`src/rtl/crc_pkg.sv`:
```
// Shared definitions for the bit-serial CRC engine: FSM encoding and
// the standard SD polynomials.
package crc_pkg;

    typedef enum logic [1:0] {
        ST_IDLE  = 2'd0,
        ST_DATA  = 2'd1,
        ST_SEND  = 2'd2,
        ST_CHECK = 2'd3
    } crc_state_e;

    localparam logic [6:0]  CRC7_SD_POLY     = 7'h09;
    localparam logic [15:0] CRC16_CCITT_POLY = 16'h1021;

endpackage

```
`src/rtl/crc_lane.sv`:
```
// One CRC lane: LFSR that accumulates data bits, then shifts its contents
// out MSB first (generate) or compares them against received bits (check)
// with a sticky error flag.
module crc_lane
    import crc_pkg::*;
#(
    parameter int               CRC_W = 16,
    parameter logic [CRC_W-1:0] POLY  = CRC_W'(CRC16_CCITT_POLY)
) (
    input  logic             spi_clk,
    input  logic             reset,
    input  logic             clr,
    input  logic             acc_en,
    input  logic             shift_en,
    input  logic             chk_en,
    input  logic             din,
    output logic             msb,
    output logic [CRC_W-1:0] crc_nxt,
    output logic             err_nxt
);

    logic [CRC_W-1:0] crc_q, crc_d;
    logic             err_q, err_d;
    logic             fb;

    assign msb     = crc_q[CRC_W-1];
    assign crc_nxt = crc_d;
    assign err_nxt = err_d;

    // Next LFSR value: clear, accumulate with feedback, or plain shift-out;
    // in check mode the outgoing MSB is compared with the incoming bit.
    always_comb begin
        crc_d = crc_q;
        err_d = err_q;
        fb    = din ^ crc_q[CRC_W-1];
        if (clr) begin
            crc_d = '0;
            err_d = 1'b0;
        end else if (acc_en) begin
            crc_d = {crc_q[CRC_W-2:0], 1'b0} ^ (fb ? POLY : '0);
        end else if (shift_en) begin
            crc_d = {crc_q[CRC_W-2:0], 1'b0};
            if (chk_en) begin
                err_d = err_q | fb;
            end
        end
    end

    // Lane state registers.
    always_ff @(posedge spi_clk or negedge reset) begin
        if (!reset) begin
            crc_q <= '0;
            err_q <= 1'b0;
        end else begin
            crc_q <= crc_d;
            err_q <= err_d;
        end
    end

endmodule

```
`src/rtl/crc_engine.sv`:
```
// Multi-lane bit-serial CRC engine: counts a run of data bits through the
// lane LFSRs, then either streams the CRC out or checks received CRC bits.
module crc_engine
    import crc_pkg::*;
#(
    parameter int               CRC_W = 16,
    parameter logic [CRC_W-1:0] POLY  = CRC_W'(CRC16_CCITT_POLY),
    parameter int               LANES = 1,
    parameter int               LEN_W = 13
) (
    input  logic                   spi_clk,
    input  logic                   reset,
    input  logic                   start,
    input  logic                   mode,
    input  logic [LEN_W-1:0]       len,
    input  logic                   bit_en,
    input  logic [LANES-1:0]       din,
    output logic [LANES-1:0]       dout,
    output logic                   dout_valid,
    output logic                   busy,
    output logic                   done,
    output logic                   crc_err,
    output logic [LANES*CRC_W-1:0] crc_out
);

    crc_state_e             state_q, state_d;
    logic [LEN_W-1:0]       cnt_q, cnt_d;
    logic                   mode_q, mode_d;
    logic [LANES*CRC_W-1:0] crc_out_q, crc_out_d;
    logic                   crc_err_q, crc_err_d;
    logic                   done_q, done_d;

    logic                          clr, acc_en, shift_en, chk_en;
    logic [LANES-1:0]              lane_msb;
    logic [LANES-1:0]              lane_err;
    logic [LANES-1:0][CRC_W-1:0]   lane_nxt;

    for (genvar l = 0; l < LANES; l++) begin : g_lane
        crc_lane #(.CRC_W(CRC_W), .POLY(POLY)) u_lane (
            .spi_clk  (spi_clk),
            .reset    (reset),
            .clr      (clr),
            .acc_en   (acc_en),
            .shift_en (shift_en),
            .chk_en   (chk_en),
            .din      (din[l]),
            .msb      (lane_msb[l]),
            .crc_nxt  (lane_nxt[l]),
            .err_nxt  (lane_err[l])
        );
    end

    assign busy       = (state_q != ST_IDLE);
    assign dout       = (state_q == ST_SEND) ? lane_msb : '0;
    assign dout_valid = (state_q == ST_SEND) & bit_en;
    assign done       = done_q;
    assign crc_err    = crc_err_q;
    assign crc_out    = crc_out_q;

    // Run sequencing: start always wins (restart/abort); otherwise each
    // enabled slot advances the counter and the phase ends when it hits 1.
    always_comb begin
        state_d   = state_q;
        cnt_d     = cnt_q;
        mode_d    = mode_q;
        crc_out_d = crc_out_q;
        crc_err_d = crc_err_q;
        done_d    = 1'b0;
        clr       = 1'b0;
        acc_en    = 1'b0;
        shift_en  = 1'b0;
        chk_en    = 1'b0;
        if (start) begin
            clr       = 1'b1;
            mode_d    = mode;
            crc_out_d = '0;
            crc_err_d = 1'b0;
            if (len == '0) begin
                cnt_d   = LEN_W'(CRC_W);
                state_d = mode ? ST_CHECK : ST_SEND;
            end else begin
                cnt_d   = len;
                state_d = ST_DATA;
            end
        end else if (bit_en) begin
            case (state_q)
                ST_DATA: begin
                    acc_en = 1'b1;
                    cnt_d  = cnt_q - LEN_W'(1);
                    if (cnt_q == LEN_W'(1)) begin
                        crc_out_d = lane_nxt;
                        cnt_d     = LEN_W'(CRC_W);
                        state_d   = mode_q ? ST_CHECK : ST_SEND;
                    end
                end
                ST_SEND, ST_CHECK: begin
                    shift_en = 1'b1;
                    chk_en   = (state_q == ST_CHECK);
                    cnt_d    = cnt_q - LEN_W'(1);
                    if (cnt_q == LEN_W'(1)) begin
                        state_d = ST_IDLE;
                        done_d  = 1'b1;
                        if (state_q == ST_CHECK) begin
                            crc_err_d = |lane_err;
                        end
                    end
                end
                default: ;
            endcase
        end
    end

    // Control and result registers.
    always_ff @(posedge spi_clk or negedge reset) begin
        if (!reset) begin
            state_q   <= ST_IDLE;
            cnt_q     <= '0;
            mode_q    <= 1'b0;
            crc_out_q <= '0;
            crc_err_q <= 1'b0;
            done_q    <= 1'b0;
        end else begin
            state_q   <= state_d;
            cnt_q     <= cnt_d;
            mode_q    <= mode_d;
            crc_out_q <= crc_out_d;
            crc_err_q <= crc_err_d;
            done_q    <= done_d;
        end
    end

endmodule

```
`config.mk`:
```
export PLATFORM = sky130hd
export DESIGN_NAME = crc_engine
export DESIGN_NICKNAME = d
export VERILOG_FILES = /design/src/rtl/crc_pkg.sv /design/src/rtl/crc_lane.sv /design/src/rtl/crc_engine.sv
export SDC_FILE = /design/constraint.sdc
export NUM_CORES = 1
export LEC_CHECK = 0
export ABC_AREA = 1
export CORE_MARGIN = 10
export CORE_UTILIZATION = 54
export DETAILED_ROUTE_END_ITERATION = 8
export PLACE_DENSITY_LB_ADDON = 0.2
export SLEW_MARGIN = 20
export SYNTH_ARGS = -nofsm -noshare
export SYNTH_HDL_FRONTEND = slang
export SYNTH_SLANG_ARGS = --single-unit
```
`constraint.sdc`:
```
create_clock -name spi_clk -period 1.74 [get_ports spi_clk]
set_input_delay 0.174 -clock spi_clk [delete_from_list [all_inputs] [get_ports spi_clk]]
set_output_delay 0.174 -clock spi_clk [all_outputs]
set_load 0.03 [all_outputs]
```
==> Yosys cells after proc, flatten, opt, wreduce, memory -nomap -nowiden <==
Cells that the tools add are included.
{ "totals": {"register_bits": 51, "rom_bits": 0, "ramBits": 0, "input_bits": 19, "n_memories": 0, "out_inout_bits": 21, "latch_bits": 0} }
{ "op_classes": {"div_mod_pow": 0, "n_eq_ne": 6, "shift": 0, "add_sub_neg": 1, "reduce_logical": 13, "mux": 45, "mul": 0, "order_cmp": 0, "bitwise_logic": 4} }
{ "op_table": {"columns": ["op", "n"], "rows": [
  ["$mux 16", 7],
  ["$mux 13", 5],
  ["$mux 1", 26],
  ["$pmux 13 s2", 1],
  ["$xor 16x16->16", 1],
  ["$eq 13x1->1 const B", 1],
  ["$logic_not 13->1", 1],
  ["$sub 13x1->13 const B", 1],
  ["$reduce_bool 2->1", 6],
  ["$mux 2", 5],
  ["$reduce_and 4->1", 2],
  ["$ne 3x3->1 const B", 2],
  ["$eq 2x2->1 const B", 2],
  ["$pmux 2 s2", 1],
  ["$reduce_and 3->1", 1],
  ["$reduce_bool 3->1", 1],
  ["$eq 2x1->1 const B", 1],
  ["$reduce_and 2->1", 1],
  ["$reduce_or 2->1", 1],
  ["$and 1x1->1", 1],
  ["$or 1x1->1", 1],
  ["$xor 1x1->1", 1]
]} }

==> Longest topological paths before layout <==
Gate-level depths: netlist (run 1).
{ "depth": {"word_depth": 14, "depth_mapped": 10, "mapped_depth_nobuf": 10} }

==> Hierarchy <==
A second synthesis (run 1) with hierarchy kept.
{ "unflattened": {"cells_unflattened": 352, "hier_area_um2": 2856.5} }
{ "by_module_without_submodules": {"columns": ["module", "seq_area_each_um2", "area_per_inst_um2", "cells_per_inst", "n_inst"], "rows": [
  ["crc_engine", 850.8, 2062.0, 263, 1],
  ["crc_lane", 425.4, 794.5, 89, 1]
]} }

==> Least setup slack after synthesis (run 1) <==
No wires, ideal clock.
{ "synth_path": {"kind": "reg2reg", "startpoint": "reg cnt_q[1]", "endpoint": "reg crc_out_q[12], in the netlist crc_out[12]", "setup_ns": 0.118, "t_arrival_ns": 1.285, "setup_slack_ns": 0.337, "t_required_ns": 1.622, "stages_incl_launch_ff": 11, "cell_sequence": "dfrtp_1 -> inv_1 -> ha_1 -> nand2_1 -> nor2_1 -> nand2_1 -> nand2_4 -> nand2_2 -> buf_6 -> nand2_1 -> nand2_1"} }
{ "synth_between": {"elab_chain_len": 3} }
{ "synth_rtl": {"columns": ["element", "line_no", "text"], "rows": [
  ["start, declared", "crc_engine.sv:27", "logic [LEN_W-1:0] cnt_q, cnt_d;"],
  ["start signal, assigned", "crc_engine.sv:124", "cnt_q <= cnt_d;"],
  ["$eq 13x1->1", "crc_engine.sv:90", "if (cnt_q == LEN_W'(1)) begin"],
  ["$reduce_bool 2->1 (no line)", null, null],
  ["$reduce_and 3->1 (no line)", null, null],
  ["end signal, assigned", "crc_engine.sv:126", "crc_out_q <= crc_out_d;"],
  ["end, declared", "crc_engine.sv:29", "logic [LANES*CRC_W-1:0] crc_out_q, crc_out_d;"]
]} }
No other way between the ends.
A chain may end at the register's enable or synchronous reset.

==> Final worst setup path (run 1) <==
{ "layout_path": {"startpoint": "reg state_q[1]", "endpoint": "out dout"} }
{ "layout_between": {"elab_chain_len": 2} }
{ "layout_rtl": {"columns": ["element", "line_no", "text"], "rows": [
  ["start, declared", "crc_engine.sv:26", "crc_state_e state_q, state_d;"],
  ["start signal, assigned", "crc_engine.sv:123", "state_q <= state_d;"],
  ["$eq 2x2->1", "crc_engine.sv:54", "assign dout = (state_q == ST_SEND) ? lane_msb : '0;"],
  ["$mux 1", "crc_engine.sv:54", null],
  ["end, declared", "crc_engine.sv:18", "output logic [LANES-1:0] dout,"]
]} }
No other way between the ends.

==> summary by stage, run 1 <==
Logic synthesis
The average instance in the mapped netlist occupies 7.54 um2. The yosys synthesis warning count is 0. The flip-flop and latch count after synthesis is 51. The share of the Yosys chip area taken by registers is 47.4%. Yosys mapped the design onto 29 distinct sky130hd cell types. Synthesis produced a netlist whose cell count is 357. The number of nets produced by synthesis is 378. After synthesis the cells add up to 2690 um2.

Route
Using the TritonRoute via totals, the vias-per-cell ratio works out to 4.96. The routed design has 6350 um of wire. The initial DRC count is 90. The mean routed wirelength per cell is 13.5 um. The pre-antenna-repair detailed-routing pass consisted of 4 iterations. The post-route antenna net violation count is 0. The DRC violations left is 0. The number of vias after detailed routing is 2328.

Finish
Once layout is complete, the cells apart from fillers number 469. The core occupancy in the finished layout is 67.9%. The fraction of layout cells with a size suffix above 1 is 9.70%. The final layout contains 422 nets. The leading cell type in the layout, fill and taps excluded is nand2_1. The synthesis-to-finish area growth is 20.7%.

The top cell types in the final layout, fill and taps aside, are nand2_1 (120), dfrtp_1 (51), nor2_1 (44), clkdlybuf4s50_1 (35), inv_1 (31). 0 antenna diodes ended up in the layout.

GRT
The number of global-route vias before repair came to 2434. Global routing consumed, over all layers together, 16.3% of the routing resources. The largest net degree at the start of global routing is 34. The initial antenna violation count came to 0. The wire length of the first global-routing pass is 11400 um.

The overflow left after global routing is 0.

Floorplanning
Row generation in the floorplan step produced 25 rows. The number of ports placed on the die boundary is 40. The floorplan core area is 4790 um2.

The height of the die is 90.6 um. The die covers 8210 um2. The initial utilization of the core area, before any placement, comes to 56.3%. The die width is 90.6 um.

Clocking
The cell sitting at the root of the clock tree is a clkbuf_8. The clock insertion delay at the later pin of the skew report is 300 ps. The register clock-pin slew on the reported worst setup and hold paths is 100 ps. Counting the buffers created by CTS gives 5. The number of clock sinks is 51. The maximum count of clock buffers along a single path is 2. TritonCTS built the clock tree.

In this run the number of H-tree levels came out at 2.

Power
The portion of total power attributed to sequential cells is 50.8%. The switching fraction of total power is 33.6%. Summing internal, switching and leakage power gives 2.77 mW. Of the total power, the clock network draws 24.9%. Internal power comes to 1.84 mW. For this design the total switching power over the nets is 0.930 mW. In this run, the combinational gates consume 24.3% of the power. The areal power density over the cells is 852 nW/um2. The worst-case IR drop observed on VDD is 0.000636 V. For this design the static power due to leakage is 1.64 nW.

Critical path
Data arrives at the worst endpoint at 1460 ps. The required time at the worst-slack endpoint is 1570 ps. Walking the worst path, the cells encountered are inv_1 > nor3_1 > dlygate4sd2_1. The sort of element at the start of the critical path is a register. The worst setup path is of the register to output port kind. In this run the worst path has a maximum fanout of 6. The slack of the worst reg-to-reg path is 180 ps. The element type at the critical path end is an output port. The delay of the slowest cell on the worst path is 440 ps. The master of the slowest instance on the critical path is dfrtp_1.

STA
The final number of max-transition violations is 0. The worst pin sits at a relative slew slack of 67.9%. Counting I/O delays and the setup requirement, the final critical path takes 1640 ps. The final hold violation count was 0. Summed over all failing endpoints, the final setup total negative slack is 0 ps. The final critical path takes up 94.1% of the cycle. Setup repair after global routing left no endpoint under its margin. The post-route clock skew is 10.8 ps.

Timing would allow up to 611 MHz. The transition time at the pin with the least slew margin is 481 ps. The number of endpoints failing setup at the final stage is 0.

Place
At the end of routability-driven placement, the weighted congestion stood at 0.889. The number of input and output port buffers inserted is 39. The HPWL after detailed placement is 4710 um. In this run, placement finished with an instance count of 460.

Min path
The type of the worst min-delay path is primary input to asynchronous set/reset pin.

Outcome
The run finished with clean final reports.

Job
The number of violations of the max-capacitance limit is 0.
[metrics by stage]
stage / setup slack, ps / hold WS [ps] / instance area [um2]
2_1_floorplan: 337 / -122 / 2690
3_3_place_gp: 108 / 157 / 3150
3_5_place_dp: 66.9 / 153 / 3150
4_1_cts: 82.4 / 357 / 3240
5_1_grt: 1.59 / 390 / 3250
6_report: 102 / 354 / 3250
[metal layers]
metal,vias to the layer above,GRT usage (%),wire [um]
li1,1196,-,-
met5,-,0,0
met3,9,4.49,361
met4,0,3.85,78
met2,53,27.9,3070
met1,1070,19.6,2840
[path summary, 6_finish.rpt]
kind / startpoint / to / depth (start not counted)
max: state_q[1] / dout / 3
min: reset / cnt_q[12] / 2
max reg2reg: cnt_q[1] / cnt_q[0] / 9
min reg2reg: crc_out[2] / crc_out[2] / 2
max in group asynchronous: reset / crc_out[14] / 3
min in group spi_clk: mode / mode_q / 3
[registers in the layout (all words and copies together), names as in the netlist]
register,count
crc_out,16
g_lane.u_lane.crc_q,16
cnt_q,13
state_q,2
crc_err,1
done,1
g_lane.u_lane.err_q,1
mode_q,1
[kinds of logic after synthesis]
logic type               Yosys count  share of synthesized area, %
XOR/XNOR                           5                          1.63
AO/OA/AOI/OAI                     36                          6.88
buffers and inverters             43                          7.67
AND/OR/NAND/NOR                  220                          35.5
adder cells (fa/ha/maj)            2                         0.929
flip-flops                        51                          47.4
[repair_timing]
action | 4_1_cts | 5_1_grt
hold endpoints to repair | 18 | 0
hold buffers | 1 | 0
gates resized for setup | 2 | 1
setup endpoints to repair | 2 | 4
buffers inserted | 0 | 0
[power groups by stage]
stage,clock network [mW],registers [mW],logic [mW]
after floorplan,0,1.42,0.458
after global placement,0,1.43,0.655
after detailed placement,0,1.43,0.672
after CTS,0.708,1.41,0.673
after global routing,0.753,1.42,0.763
final,0.690,1.41,0.671
[cell usage after synthesis]
cell        n  area (um2)
a21oi_1    23         115
a31oi_1     1        6.26
and2_1      1        6.26
buf_12      1        20.0
buf_2       6        30.0
buf_4       3        22.5
buf_6       1        11.3
dfrtp_1    51        1280
ha_1        2        25.0
inv_1      31         116
inv_4       1        6.26
nand2_1   120         450
nand2_2    14        87.6
nand2_4     3        33.8
nand3_1    28         140
nand3_2     1        10.0
nand3b_1    2        15.0
nand4_1     1        6.26
nor2_1     44         165
nor2_4      1        11.3
nor3_1      3        15.0
o211ai_1    1        7.51
o21ai_0     7        35.0
o21ai_1     3        15.0
o22ai_1     1        6.26
or2_2       1        6.26
or2_4       1        8.76
xnor2_1     1        8.76
xor2_1      4        35.0
[worst max-delay path: cells and delay by family, from the launching register on]
kind          cells  cell delay (ps)
buf+inv           2              550
flops             1              440
simple gates      1              170
[final cells by class]
| type | instances | area [um2] |
|---|---|---|
| inverter | 32 | 123 |
| fill | 406 | 1540 |
| clock buffer | 6 | 72.6 |
| tap | 67 | 83.8 |
| multi-input combinational | 263 | 1210 |
| sequential | 51 | 1280 |
| clock inverter | 2 | 16.3 |
| timing repair buffer | 48 | 463 |
No activity file was read; power rests on OpenSTA's default activity.
==> run 2, diff against run 1 <==
RECOVER_POWER = 25   (was default)
==> summary by stage, run 2 (synthesis gave the netlist of run 1 again) <==
Job
The number of violations of the max-capacitance limit is 0 (unchanged).

GRT
The total track usage is 16.3% (unchanged). The overflow left after global routing came to 0 (unchanged). The wire length of the first global-routing pass was 11400 um (unchanged).

The largest net degree at the start of global routing is 34 (unchanged). The number of global-route vias before repair came to 2434 (unchanged). The initial antenna violation count is 0 (unchanged).

Power
The overall power consumption is 2.77 mW (about the same). The leakage power total is 1.63 nW (-0.17%). The peak supply drop is 0.000636 V (about the same).

The areal power density over the cells is 852 nW/um2 (about the same).

Route
The first-pass detailed-route iteration total was 4 (unchanged). The number of vias after detailed routing is 2328 (unchanged). The post-route antenna net violation count is 0 (unchanged). The detailed-route wire length is 6350 um (about the same). The DRC violations left came to 0 (unchanged). The mean routed wirelength per cell is 13.5 um (about the same). The initial DRC count was 90 (unchanged). The average vias per placed instance is 4.96 (unchanged).

Floorplanning
The number of ports placed on the die boundary came to 40 (unchanged). The height of the die is 90.6 um (unchanged). The initial core utilization is 56.3% (unchanged). The die footprint is 8210 um2 (unchanged). The row count is 25 (unchanged).

The floorplan core area is 4790 um2 (unchanged). The die width is 90.6 um (unchanged).

Finish
The final net count is 422 (unchanged). Leaving out fill and tap cells, the most frequent cells in the layout are nand2_1 (120), dfrtp_1 (51), nor2_1 (44), clkdlybuf4s50_1 (35), inv_1 (31). The antenna diode count came to 0 (unchanged). The core occupancy in the finished layout was 67.9% (about the same). The fill cell total of the finished layout is 407 (+0.25%). The final cell area excluding filler cells was 3250 um2 (about the same). The sequential standard cell area is 1280 um2 (unchanged).

The fraction of layout cells with a size suffix above 1 was 9.45% (-0.25 points). The synthesis-to-finish area growth is 20.6% (about the same). The combined area of the multi-input logic cells was 1210 um2 (unchanged). The post-route non-filler standard cell count came to 469 (unchanged). The library cell used most frequently in the layout, excluding fill and tap cells, is nand2_1.

STA
The final hold violation count came to 0 (unchanged). The setup slack of the critical path after layout is 102 ps (unchanged). The final critical delay including setup and external delays is 1640 ps (unchanged).

The number of endpoints failing setup at the final stage is 0 (unchanged). The top achievable clock speed came to 611 MHz (unchanged). The transition time at the pin with the least slew margin is 1150 ps (+673 ps). The final number of max-transition violations is 0 (unchanged). The worst hold slack across all endpoints was 437 ps (+83.0 ps). The headroom to the max-slew limit is 23.0% (-45 points). The final worst-path cycle share was 94.1% (unchanged). The post-route clock skew is 10.8 ps (unchanged). Setup repair after global routing left no endpoint under its margin. The setup TNS is 0 ps (unchanged).

Critical path
The sort of element at the start of the critical path is a register. The delay of the slowest cell on the worst path is 440 ps (about the same). The worst setup path is captured at an output port. Walking the worst path, the cells encountered are inv_1 > nor3_1 > dlygate4sd2_1. The required time at the worst-slack endpoint is 1570 ps (about the same). The largest fanout of any net on the critical path was 6 (unchanged). The kind of critical path is register to output port. The signal arrival time at the worst endpoint is 1460 ps (about the same). The slowest stage of the critical path belongs to the cell dfrtp_1.

Clocking
The count of H-tree levels built during CTS is 2 (unchanged). The CTS tree is done. The library cell used as clock root buffer is clkbuf_8.

The number of buffers inserted by post-CTS setup repair was 0 (unchanged). The CTS buffer count is 5 (unchanged). The number of clock sinks was 51 (unchanged).

The clock insertion delay at the later pin of the skew report was 300 ps (about the same). The maximum count of clock buffers along a single path was 2 (unchanged). The register clock-pin slew on the reported worst setup and hold paths is 100 ps (about the same).

Place
The HPWL after detailed placement is 4710 um (unchanged). The cell area after placement is 3150 um2 (unchanged). The total placed cells including tap cells is 460 (unchanged). The pre-CTS setup slack was 66.9 ps (unchanged). The number of input and output port buffers inserted came to 39 (unchanged). The final RePlAce weighted congestion is 0.889 (unchanged).

Min path
The worst hold path belongs to the class primary input to register.

Outcome
The run finished with clean final reports.
run 2: cell types whose count changed in the layout (fill, tap and decap cells not counted):
cell / change
buf_2: -1
clkbuf_1: +1
run 2: critical path: cells and delay by family, from the launching register on:
kind	cells	cell delay, ps
buffers and inverters	2	550
DFF	1	440
and+or+nand+nor	1	170
run 2: final timing paths:
kind / startpoint / end / slack [ps] / depth (start not counted)
worst min register to register: crc_out[2] / crc_out[2] / 490 / 2
max in group asynchronous: reset / crc_out[14] / 390 / 3
worst min-delay path: mode / mode_q / 440 / 3
min in group asynchronous: reset / cnt_q[12] / 610 / 2
worst max register to register: cnt_q[1] / cnt_q[0] / 180 / 9
worst max-delay path: state_q[1] / dout / 100 / 3
run 2: repair_timing:
action,CTS,global route
hold buffers,1,0
endpoints found under the setup margin,2,4
resized for setup,2,1
endpoints found under the hold margin,18,0
cloned,0,0
run 2: per-layer routing:
metal / track usage (%) / share of wire [%] / wire (um) / vias up
met3: 4.49 / 5.6 / 356 / 9
met2: 27.9 / 48 / 3070 / 53
met5: 0 / 0 / 0 / -
met1: 19.6 / 45 / 2840 / 1070
li1: - / - / - / 1196
met4: 3.85 / 1.2 / 78 / 0
run 2: power by group:
group	switching [mW]	internal, mW
clock	0.400	0.290
sequential	0.118	1.29
combinational	0.412	0.259
run 2: area by class of cell:
cell class / instances / area share, %
well taps: 67 / 2.58
flip-flops and latches: 51 / 39.3
multi-input cells: 263 / 37.4
clock buffers: 6 / 2.23
clock inverters: 2 / 0.501
inverters: 32 / 3.78
repair buffers: 48 / 14.2
==> run 3, diff against run 2 <==
CORE_UTILIZATION = 55   (was 54)
SYNTH_HIERARCHICAL = 1   (was default)
==> summary by stage, run 3 <==
GRT
The met2 usage in global routing is 25.1% (-2.8 points). The layer flagged by global routing as most heavily used is met2. The number of global-route vias before repair was 2418 (-0.66%). The routing usage on met3 was 3.99% (-0.50 points).

The largest net degree at the start of global routing is 52 (+53%). The initial antenna violation count was 0 (unchanged). The wire length of the first global-routing pass is 11100 um (-3.0%). The global-route track usage on met1 is 19.8% (+0.19 points).

The total track usage is 15.5% (-0.73 points). The overflow left after global routing is 0 (unchanged).

Power
The portion of total power attributed to sequential cells is 49.4% (-1.4 points). The areal power density over the cells came to 789 nW/um2 (-7.4%). The peak supply drop was 0.000381 V (-40%). The switching fraction of total power was 30.3% (-3.3 points).

The combinational share of power is 21.2% (-3.1 points). The internal power summed over all cells is 1.94 mW (+5.3%). The net switching power of the design is 0.843 mW (-9.3%). The part of the power in the clock network is 29.4% (+4.5 points). The leakage power total is 1.61 nW (-1.6%).

Critical path
The sort of element at the start of the critical path is a register. Broken down by cell family, the worst path's largest delay share belongs to buffers and inverters. The required time at the worst-slack endpoint was 1570 ps (about the same).

The delay of the slowest cell on the worst path was 450 ps (about the same). The largest fanout of any net on the critical path is 5 (-1). The signal arrival time at the worst endpoint is 1470 ps (about the same). The slack of the worst reg-to-reg path is 110 ps (-70 ps).

STA classifies the critical path endpoint as an output port. The number of buffers and inverters on the critical path is 3 (+1). The critical path goes through buf_4 > nor2_1 > inv_2 > dlygate4sd2_1. The setup path with the least slack is of type register to output port. The slowest stage of the critical path belongs to the cell dfrtp_2.

Clocking
The register clock-pin slew on the reported worst setup and hold paths is 90 ps (about the same). The clock insertion delay at the later pin of the skew report is 300 ps (about the same). The number of buffers inserted by post-CTS setup repair was 0 (unchanged).

The library cell used as clock root buffer is clkbuf_8. The CTS buffer count is 5 (unchanged). The count of H-tree levels built during CTS is 2 (unchanged).

The CTS tree is done. The maximum count of clock buffers along a single path was 2 (unchanged). The number of clock sinks was 51 (unchanged).

STA
The transition time at the pin with the least slew margin is 1160 ps (+6.88 ps). The top achievable clock speed is 608 MHz (-0.39%). The final worst-path cycle share came to 94.5% (+0.37 points). The setup TNS was 0 ps (unchanged).

The post-route clock skew came to 10.6 ps (-0.167 ps). The worst hold slack across all endpoints was 434 ps (-3.69 ps). Setup repair after global routing left no endpoint under its margin.

The headroom to the max-slew limit is 22.6% (-0.46 points). The number of endpoints failing setup at the final stage is 0 (unchanged). The final hold violation count is 0 (unchanged). The final number of max-transition violations is 0 (unchanged). The final critical delay including setup and external delays is 1640 ps (+6.43 ps).

Logic synthesis
In the synthesized netlist the dominant register cell turns out to be dfrtp_1. The fraction of post-synthesis cell area in the top cell type by area is 44.7% (-2.7 points). The area of the mapped netlist is 2860 um2 (+6.1%).

Ranked by total cell area, the synthesized netlist is headed by dfrtp_1 (45%), nor2_1 (9.1%), nand2_1 (8.0%). The synthesized netlist cell count is 352 (-1.4%). The share of async-settable or async-resettable flops after synthesis is 100% (unchanged). The yosys synthesis warning count is 6 (+6). nor2_1 is the most common cell in the netlist.

The commonest cells after synthesis are nor2_1 (69), nand2_1 (61), dfrtp_1 (51). The number of distinct standard cells referenced by the synthesized netlist is 31 (+6.9%). The sequential fraction of the synthesis area is 44.7% (-2.7 points). The number of synthesized flops with an enable pin came to 0 (unchanged). The synthesized area per cell came to 8.12 um2 (+7.6%). Summed over all instances, the cell type with the most area after synthesis is dfrtp_1. The flip-flop and latch count after synthesis is 51 (unchanged).

The number of nets produced by synthesis was 373 (-1.3%).

Floorplanning
The die width is 92.1 um (+1.6%). The row count is 26 (+4.0%). The die footprint came to 8480 um2 (+3.2%). The initial core utilization is 56.3% (about the same). The floorplan core area is 5070 um2 (+6.0%).

The number of ports placed on the die boundary is 40 (unchanged). The height of the die is 92.1 um (+1.6%).

Route
The initial DRC count is 128 (+42%). The post-route antenna net violation count was 0 (unchanged). The number of vias after detailed routing was 2431 (+4.4%). The DRC violations left is 0 (unchanged). The mean routed wirelength per cell came to 13.4 um (-1.3%).

The detailed-route wire length is 6420 um (+1.1%). The first-pass detailed-route iteration total is 4 (unchanged). The average vias per placed instance is 5.06 (+2.0%).

Finish
Leaving out fill and tap cells, the most frequent cells in the layout are nor2_1 (68), nand2_1 (61), dfrtp_1 (50), clkdlybuf4s50_1 (35), inv_1 (34). The library cell used most frequently in the layout, excluding fill and tap cells, is nor2_1. The fill cell total of the finished layout is 445 (+9.3%). The antenna diode count is 0 (unchanged). The final net count was 431 (+2.1%). The fraction of layout cells with a size suffix above 1 is 20.0% (+11 points).

Compared with the post-synthesis result, the final layout area differs by 23.3%. The sequential standard cell area is 1280 um2 (about the same). The combined area of the multi-input logic cells is 1320 um2 (+8.2%).

Min path
The worst hold path belongs to the class primary input to register.

Place
The final RePlAce weighted congestion is 0.820 (-7.8%). The HPWL after detailed placement is 4780 um (+1.6%). The number of input and output port buffers inserted is 39 (unchanged).

Job
The number of violations of the max-capacitance limit was 0 (unchanged).

Outcome
The run finished with clean final reports.
## run 3: routing by layer
| metal | routed length [um] | vias to the layer above |
|---|---|---|
| met5 | 0 | - |
| met4 | 56 | 0 |
| met3 | 366 | 7 |
| met2 | 3030 | 61 |
| met1 | 2960 | 1135 |
| li1 | - | 1228 |
## run 3: timing repair
action,in CTS,in global routing
setup endpoints to repair,2,7
resized for setup,2,6
pin swaps,0,0
hold buffers,1,0
endpoints found under the hold margin,51,0
## run 3: layout make-up
class	instances	share of cell area [%]
inverters	43	4.80
clock buffers	5	1.95
flip-flops and latches	51	36.3
clock inverters	2	1.07
well taps	70	2.49
repair buffers	62	16.1
multi-input cells	247	37.3
## run 3: final timing paths
| check | startpoint | to | cells after the start |
|---|---|---|---|
| setup reg to reg | state_q[1] | crc_out[5] | 10 |
| min in group asynchronous | reset | mode_q | 3 |
| setup / recovery | state_q[1] | busy | 4 |
| hold reg to reg | mode_q | mode_q | 2 |
| max in group asynchronous | reset | state_q[1] | 3 |
| hold / removal | mode | mode_q | 3 |
## run 3: power groups by stage
| stage | registers (mW) | logic [mW] | clock network, mW |
|---|---|---|---|
| after floorplan | 1.37 | 0.410 | 0 |
| after CTS | 1.37 | 0.594 | 0.833 |
| after global routing | 1.39 | 0.666 | 0.885 |
| after global placement | 1.39 | 0.579 | 0 |
| final | 1.37 | 0.588 | 0.817 |
| after detailed placement | 1.39 | 0.592 | 0 |
## run 3: per-stage QoR
| stage | setup WS, ps | instances | total power, mW | util (%) | instance area (um2) |
|---|---|---|---|---|---|
| final | 95.8 | 480 | 2.78 | 69.4 | 3520 |
| after global routing | 18.5 | 480 | 2.94 | 69.4 | 3520 |
| after CTS | 48.4 | 480 | 2.80 | 69.5 | 3520 |
| after detailed placement | -221 | 472 | 1.98 | 67.2 | 3410 |
| after global placement | -47.4 | 472 | 1.97 | 67.2 | 3410 |
| after floorplan | 54.1 | 352 | 1.78 | - | 2860 |
## run 3: cell families (layout without fill, tap and decap cells)
family / Yosys count / in the layout / share of synthesized area (%)
buffers and inverters: 54 / 112 / 9.55
AOI/OAI and AO/OA: 45 / 45 / 10.3
DFF: 51 / 51 / 44.7
adders and majority gates: 2 / 2 / 0.876
and+or+nand+nor: 193 / 193 / 32.5
xor gates and xnor gates: 7 / 7 / 2.15
## run 3: worst register-to-register path, delay by kind of cell (launching register included)
| family | cells | cell delay [ps] |
|---|---|---|
| AND/OR/NAND/NOR | 6 | 600 |
| flip-flops | 1 | 450 |
| buffers and inverters | 2 | 260 |
| AO/OA/AOI/OAI | 2 | 260 |
